--- src/rtl/spi_flash_reader.sv ---
// SPI flash read sequencer: issues a READ command with a 24-bit address through
// the SPI TX FIFO, drains the response from the RX FIFO, drops the four header
// bytes, and packs the data bytes little-endian into 32-bit words.
module spi_flash_reader #(
    parameter logic [7:0] CMD_READ = 8'h03
) (
    input  logic        clk,
    input  logic        rst_n,
    input  logic        req_valid_i,
    output logic        req_ready_o,
    input  logic [23:0] req_addr_i,
    input  logic [7:0]  req_words_i,
    output logic [31:0] rdata_o,
    output logic        rdata_valid_o,
    input  logic        rdata_ready_i,
    output logic        done_o,
    output logic        tx_fifo_write_o,
    output logic [7:0]  tx_data_o,
    input  logic        tx_fifo_full_i,
    output logic        rx_fifo_read_o,
    input  logic [7:0]  rx_data_i,
    input  logic        rx_fifo_empty_i,
    input  logic        spi_busy_i
);

    localparam int unsigned CNT_W   = 11;
    localparam int unsigned ADDR_W  = 24;
    localparam int unsigned BYTE_W  = 8;
    localparam int unsigned HDR_LEN = 4;
    localparam int unsigned MAX_INFLIGHT = 4;

    typedef enum logic [1:0] {
        ST_IDLE   = 2'd0,
        ST_XFER   = 2'd1,
        ST_FINISH = 2'd2
    } state_t;

    state_t state, state_nxt;

    logic [CNT_W-1:0]    tx_cnt;
    logic [CNT_W-1:0]    rx_cnt;
    logic [CNT_W-1:0]    total;
    logic [CNT_W-1:0]    total_req;
    logic [ADDR_W-1:0]   addr;
    logic [23:0]         stage;
    logic [8:0]          words_ext;
    logic                accept;
    logic                push;
    logic                pop;
    logic                out_stall;
    logic                done_set;
    logic [BYTE_W-1:0]   tx_byte;

    // Request length in bytes: header plus four bytes per word, 0 words meaning 256.
    always_comb begin
        words_ext = (req_words_i == 8'd0) ? 9'd256 : {1'b0, req_words_i};
        total_req = CNT_W'(HDR_LEN) + {words_ext, 2'b00};
    end

    // Byte presented to the TX FIFO, selected by how many have been pushed so far.
    always_comb begin
        tx_byte = '0;
        case (tx_cnt)
            CNT_W'(0): tx_byte = CMD_READ;
            CNT_W'(1): tx_byte = addr[23:16];
            CNT_W'(2): tx_byte = addr[15:8];
            CNT_W'(3): tx_byte = addr[7:0];
            default:   tx_byte = '0;
        endcase
    end

    // State register.
    always_ff @(posedge clk or negedge rst_n) begin
        if (!rst_n) begin
            state <= ST_IDLE;
        end else begin
            state <= state_nxt;
        end
    end

    // Next state and FIFO handshakes; TX is throttled so no more than four bytes
    // are ever outstanding in the SPI loop, RX stops while a word awaits its consumer.
    always_comb begin
        state_nxt = state;
        accept    = 1'b0;
        push      = 1'b0;
        pop       = 1'b0;
        done_set  = 1'b0;
        out_stall = rdata_valid_o && !rdata_ready_i;
        case (state)
            ST_IDLE: begin
                if (req_valid_i) begin
                    accept    = 1'b1;
                    state_nxt = ST_XFER;
                end
            end
            ST_XFER: begin
                push = !tx_fifo_full_i && (tx_cnt < total)
                       && ((tx_cnt - rx_cnt) < CNT_W'(MAX_INFLIGHT));
                pop  = !rx_fifo_empty_i && (rx_cnt < total) && !out_stall;
                if ((rx_cnt == total) && !rdata_valid_o) begin
                    state_nxt = ST_FINISH;
                end
            end
            ST_FINISH: begin
                if (!spi_busy_i) begin
                    done_set  = 1'b1;
                    state_nxt = ST_IDLE;
                end
            end
            default: state_nxt = ST_IDLE;
        endcase
    end

    assign tx_fifo_write_o = push;
    assign rx_fifo_read_o  = pop;
    assign tx_data_o       = push ? tx_byte : '0;

    // Handshake outputs follow the next state so they line up with the state register.
    always_ff @(posedge clk or negedge rst_n) begin
        if (!rst_n) begin
            req_ready_o <= 1'b1;
            done_o      <= 1'b0;
        end else begin
            req_ready_o <= (state_nxt == ST_IDLE);
            done_o      <= done_set;
        end
    end

    // Counters and word assembly; lanes 0..2 collect in a staging register so the
    // word on rdata_o is only replaced when the fourth byte completes a new one.
    always_ff @(posedge clk or negedge rst_n) begin
        if (!rst_n) begin
            tx_cnt        <= '0;
            rx_cnt        <= '0;
            total         <= '0;
            addr          <= '0;
            stage         <= '0;
            rdata_o       <= '0;
            rdata_valid_o <= 1'b0;
        end else begin
            if (accept) begin
                addr   <= req_addr_i;
                total  <= total_req;
                tx_cnt <= '0;
                rx_cnt <= '0;
                stage  <= '0;
            end
            if (push) begin
                tx_cnt <= tx_cnt + CNT_W'(1);
            end
            if (rdata_valid_o && rdata_ready_i) begin
                rdata_valid_o <= 1'b0;
            end
            if (pop) begin
                rx_cnt <= rx_cnt + CNT_W'(1);
                // Header length is a multiple of four, so the lane is rx_cnt[1:0].
                if (rx_cnt >= CNT_W'(HDR_LEN)) begin
                    case (rx_cnt[1:0])
                        2'd0: stage[7:0]   <= rx_data_i;
                        2'd1: stage[15:8]  <= rx_data_i;
                        2'd2: stage[23:16] <= rx_data_i;
                        default: begin
                            rdata_o       <= {rx_data_i, stage};
                            rdata_valid_o <= 1'b1;
                        end
                    endcase
                end
            end
        end
    end

endmodule

--- config.mk ---
export PLATFORM = sky130hd
export DESIGN_NAME = spi_flash_reader
export DESIGN_NICKNAME = d
export VERILOG_FILES = /design/src/rtl/spi_flash_reader.sv
export SDC_FILE = /design/constraint.sdc
export NUM_CORES = 1
export LEC_CHECK = 0
export CAP_MARGIN = 20
export CORE_UTILIZATION = 52
export CTS_CLUSTER_DIAMETER = 80
export DETAILED_ROUTE_END_ITERATION = 7
export PLACE_DENSITY = 0.77
export RECOVER_POWER = 100
export SYNTH_ARGS = -nofsm -noshare
export SYNTH_HDL_FRONTEND = slang
export SYNTH_SLANG_ARGS = --single-unit
--- constraint.sdc ---
create_clock -name clk -period 3.45 [get_ports clk]
set_input_delay 0.5175 -clock clk [delete_from_list [all_inputs] [get_ports clk]]
set_output_delay 0.5175 -clock clk [all_outputs]
set_load 0.05 [all_outputs]
==> results.json <==
{
  "status": "complete, but fails checks",
  "violations": "max-capacitance violations, max-slew violations, negative setup slack",
  "crit_start": "rx_cnt[4]",
  "hold_buffers": 0,
  "skew_ns": 0.00422,
  "fin_crit_sh_pct": 102,
  "antennaDiodeCount": 0,
  "synthesis.nets": 705,
  "power_density_nw_per_um2": 746,
  "tightest_slew_ns": 2.14,
  "min_period_ns": 3.51,
  "n_fill_cell": 803,
  "async_flop_share_pct": 100,
  "drv_cap": 2,
  "fp-row-count": 39,
  "wl_um": 15700,
  "cts.sinks": 116,
  "yosysWarnings": 0,
  "via_per_inst": 5.66,
  "ys.flop_type": "dfrtp_1",
  "cp_cell_sequence": "inv_1 -> ha_1 -> nand2_1 -> nor4_2 -> o22ai_2 -> xnor2_1 -> and2_4 -> nand4_4 -> buf_12 -> a21oi_4 -> buf_12",
  "synthAdderAreaFrac_pct": 7.44,
  "vias": 5125,
  "synth_simple_gate_area_share_pct": 19.7,
  "clk_pin_slew_ns": 0.05,
  "drive_above_1_share_pct": 14.8,
  "worst_path_most_repeated_cell": "buf_12",
  "drt-wirelength-per-cell_um": 17.4,
  "max_freq_mhz": 285,
  "ir_drop_mv": 0.595,
  "placed_cells": 857,
  "grtUsageTotal_pct": 28.2,
  "endpoint_kind": "primary output",
  "dp_hpwl_um": 10700,
  "r2r_start": "rx_cnt[3]",
  "first_pass_iters": 8,
  "cp_data_required_time_ns": 2.93,
  "synth.distinct_cells": 63,
  "p_leak_nw": 3.96,
  "htree_levels": 4,
  "drc": 0,
  "fin_util_pct": 71.8,
  "critical_path.top_delay_family": "simple AND/OR/NAND/NOR gates",
  "setup_tns_ns": -0.317,
  "synth_xor_xnor_area_share_pct": 2.17,
  "drt_iter0_drc": 328,
  "arrival_ns": 3.00,
  "grt.overflow.total": 0,
  "cp_num_buf_inv": 3,
  "antenna_found_initial": 0,
  "slowest_stage": "nor4_2",
  "crit_type": "reg2out",
  "synth_compound_area_share_pct": 12.2,
  "holdWs_ns": 0.477,
  "cts-root-buf": "clkbuf_16",
  "die_w_um": 110,
  "die_height_um": 110,
  "stdcell_area_sq_um": 8170,
  "grt_pass1_wl_um": 25400,
  "relSlewSlack_pct": -42.8,
  "die_area_sq_um": 12100,
  "coreArea_sq_um": 11400,
  "gp_congestion": 0.868,
  "area_growth_pct": 34.8,
  "rsz0062_at_grt": "true",
  "worstHoldStart": "addr[15]",
  "critical_path_peak_fanout": 8,
  "ant_nets": 0,
  "placed_area_sq_um": 7340,
  "yosys-mux-area-fraction_pct": 7.02,
  "worst_slack_ns": -0.0634,
  "instances_no_fill": 905,
  "seq_area_frac_synth_pct": 47.9,
  "slowest_delay_ns": 0.48,
  "tritoncts": "built",
  "holdCritPathClass": "reg2reg",
  "synthCells": 622,
  "hold_viol": 0,
  "cts_buffers": 17,
  "syn_area_sq_um": 6060,
  "clockBufferDepth": 2,
  "synth-edff-count": 0,
  "ios": 92,
  "port_buffers": 91,
  "grt_pass1_vias": 5197,
  "clk-insertion-delay-late_ns": 0.42,
  "grt_max_degree": 77,
  "syn_area_per_cell_sq_um": 9.74,
  "setup_viol": 8,
  "initial_core_util_pct": 53.3,
  "startpoint_type": "flip-flop",
  "final_nets": 832,
  "synth_top_family_by_area": "simple AND/OR/NAND/NOR gates",
  "drv_slew": 96,
  "yosys_register_bits": 116
}
-- worst min-delay path: cells and delay by family, from the launching register on --
kind             cells  cell delay [ns]
flip-flops           1             0.34
AND/OR/NAND/NOR      2             0.10
-- registers in the layout (all words and copies together) (netlist names) --
| signal | count |
|---|---|
| addr | 24 |
| done_o | 1 |
| rdata_o | 32 |
| rdata_valid_o | 1 |
| req_ready_o | 1 |
| rx_cnt | 11 |
| stage | 24 |
| state | 2 |
| total | 9 |
| tx_cnt | 11 |
-- placed cells by master (no fill, tap or decap), types with 6 or more instances in the layout --
master,Yosys,routed
a21o_1,10,10
nand3_1,15,15
buf_12,0,11
nand2b_1,8,8
dlygate4sd3_1,0,37
nand2_1,153,153
nor2_4,0,6
inv_1,31,26
clkbuf_8,0,6
a21oi_1,13,12
buf_4,3,31
inv_2,1,6
mux2_1,32,32
clkdlybuf4s50_1,0,43
clkbuf_16,0,17
xor2_1,7,7
nor3_1,15,14
dfrtp_1,115,113
clkbuf_1,16,9
a211oi_1,6,6
nand4_1,8,8
nor2_1,20,13
and3_1,6,6
o21ai_0,34,40
a222oi_1,7,7
xnor2_1,8,8
ha_1,36,32
-- synthesized netlist by cell type, drive strengths merged (2+ instances only) --
master / instances / share of area, %
a211oi: 6 / 0.74
or4: 3 / 0.37
nor2b: 3 / 0.31
o21ai: 42 / 3.5
a222oi: 7 / 1.2
o21a: 3 / 0.37
nand3: 15 / 1.2
and2: 2 / 0.25
a21o: 10 / 1.2
xor2: 7 / 1.0
a22oi: 2 / 0.25
o31ai: 3 / 0.37
mux2: 33 / 6.2
nor3: 16 / 1.4
a21oi: 15 / 1.5
or2: 3 / 0.31
buf: 6 / 0.58
xnor2: 8 / 1.2
nor2: 20 / 1.2
o311ai: 2 / 0.29
o41ai: 2 / 0.29
mux2i: 5 / 0.83
a2111oi: 2 / 0.70
clkbuf: 16 / 0.99
o21bai: 2 / 0.25
and3: 6 / 0.62
nor4: 6 / 0.62
nand2: 155 / 9.8
o211a: 2 / 0.33
a31oi: 3 / 0.31
o22ai: 2 / 0.21
or3: 3 / 0.31
dfrtp: 115 / 48
inv: 32 / 2.0
ha: 36 / 7.4
nand4: 9 / 1.2
nand2b: 9 / 1.1
-- cell families (layout without fill, tap and decap cells) --
group | count (synthesis) | count (layout)
buffers and inverters | 54 | 194
AOI/OAI and AO/OA | 108 | 108
DFF | 116 | 116
muxes | 38 | 38
adders and majority gates | 36 | 36
xor gates and xnor gates | 15 | 15
and+or+nand+nor | 255 | 255
-- what timing repair did --
item,in CTS,in global routing
resized for setup,30,6
pin swaps,11,9
buffers inserted,12,4
endpoints found under the setup margin,9,9
-- final timing paths --
kind | to | slack [ns] | cells past startpoint
max in group asynchronous | tx_cnt[1] | 0.55 | 2
min reg2reg | addr[15] | 0.48 | 2
max reg2reg | rdata_o[27] | 0.31 | 12
min in group asynchronous | rdata_o[4] | 0.72 | 1
max | tx_data_o[0] | -0.06 | 11
min | addr[15] | 0.48 | 2
-- layer usage --
metal,vias up,wire (um),track usage [%],share of wire [%]
met5,-,0,0,0
met3,42,974,8.54,6.2
met1,2490,6570,33.4,42
li1,2414,-,-,-
met2,179,7750,47.3,49
met4,0,446,12.2,2.8
-- through the flow --
| step | setup WS, ns | total power, W |
|---|---|---|
| finish | -0.0634 | 0.00609 |
| detailed placement | 0.133 | 0.00431 |
| global route | -0.242 | 0.00645 |
| floorplan | -0.203 | 0.00355 |
| CTS | 0.00108 | 0.00617 |
| global placement | 0.184 | 0.00421 |
-- power breakdown --
group | leakage (nW) | internal [W] | switching [W]
Combinational | 2.17 | 0.000839 | 0.00146
Sequential | 1.51 | 0.00182 | 0.000252
Clock | 0.278 | 0.00110 | 0.000612
Total | 3.96 | 0.00376 | 0.00233
-- area by class of cell --
cell class / instances / area [sq um] / share of cell area (%)
Clock buffer: 25 / 515 / 6.31
Clock inverter: 7 / 70.1 / 0.858
Inverter: 32 / 120 / 1.47
Multi-Input combinational cell: 452 / 3090 / 37.8
Sequential cell: 116 / 2910 / 35.6
Tap cell: 143 / 179 / 2.19
Timing Repair Buffer: 130 / 1290 / 15.8
Power figures use the tool's default switching activity.
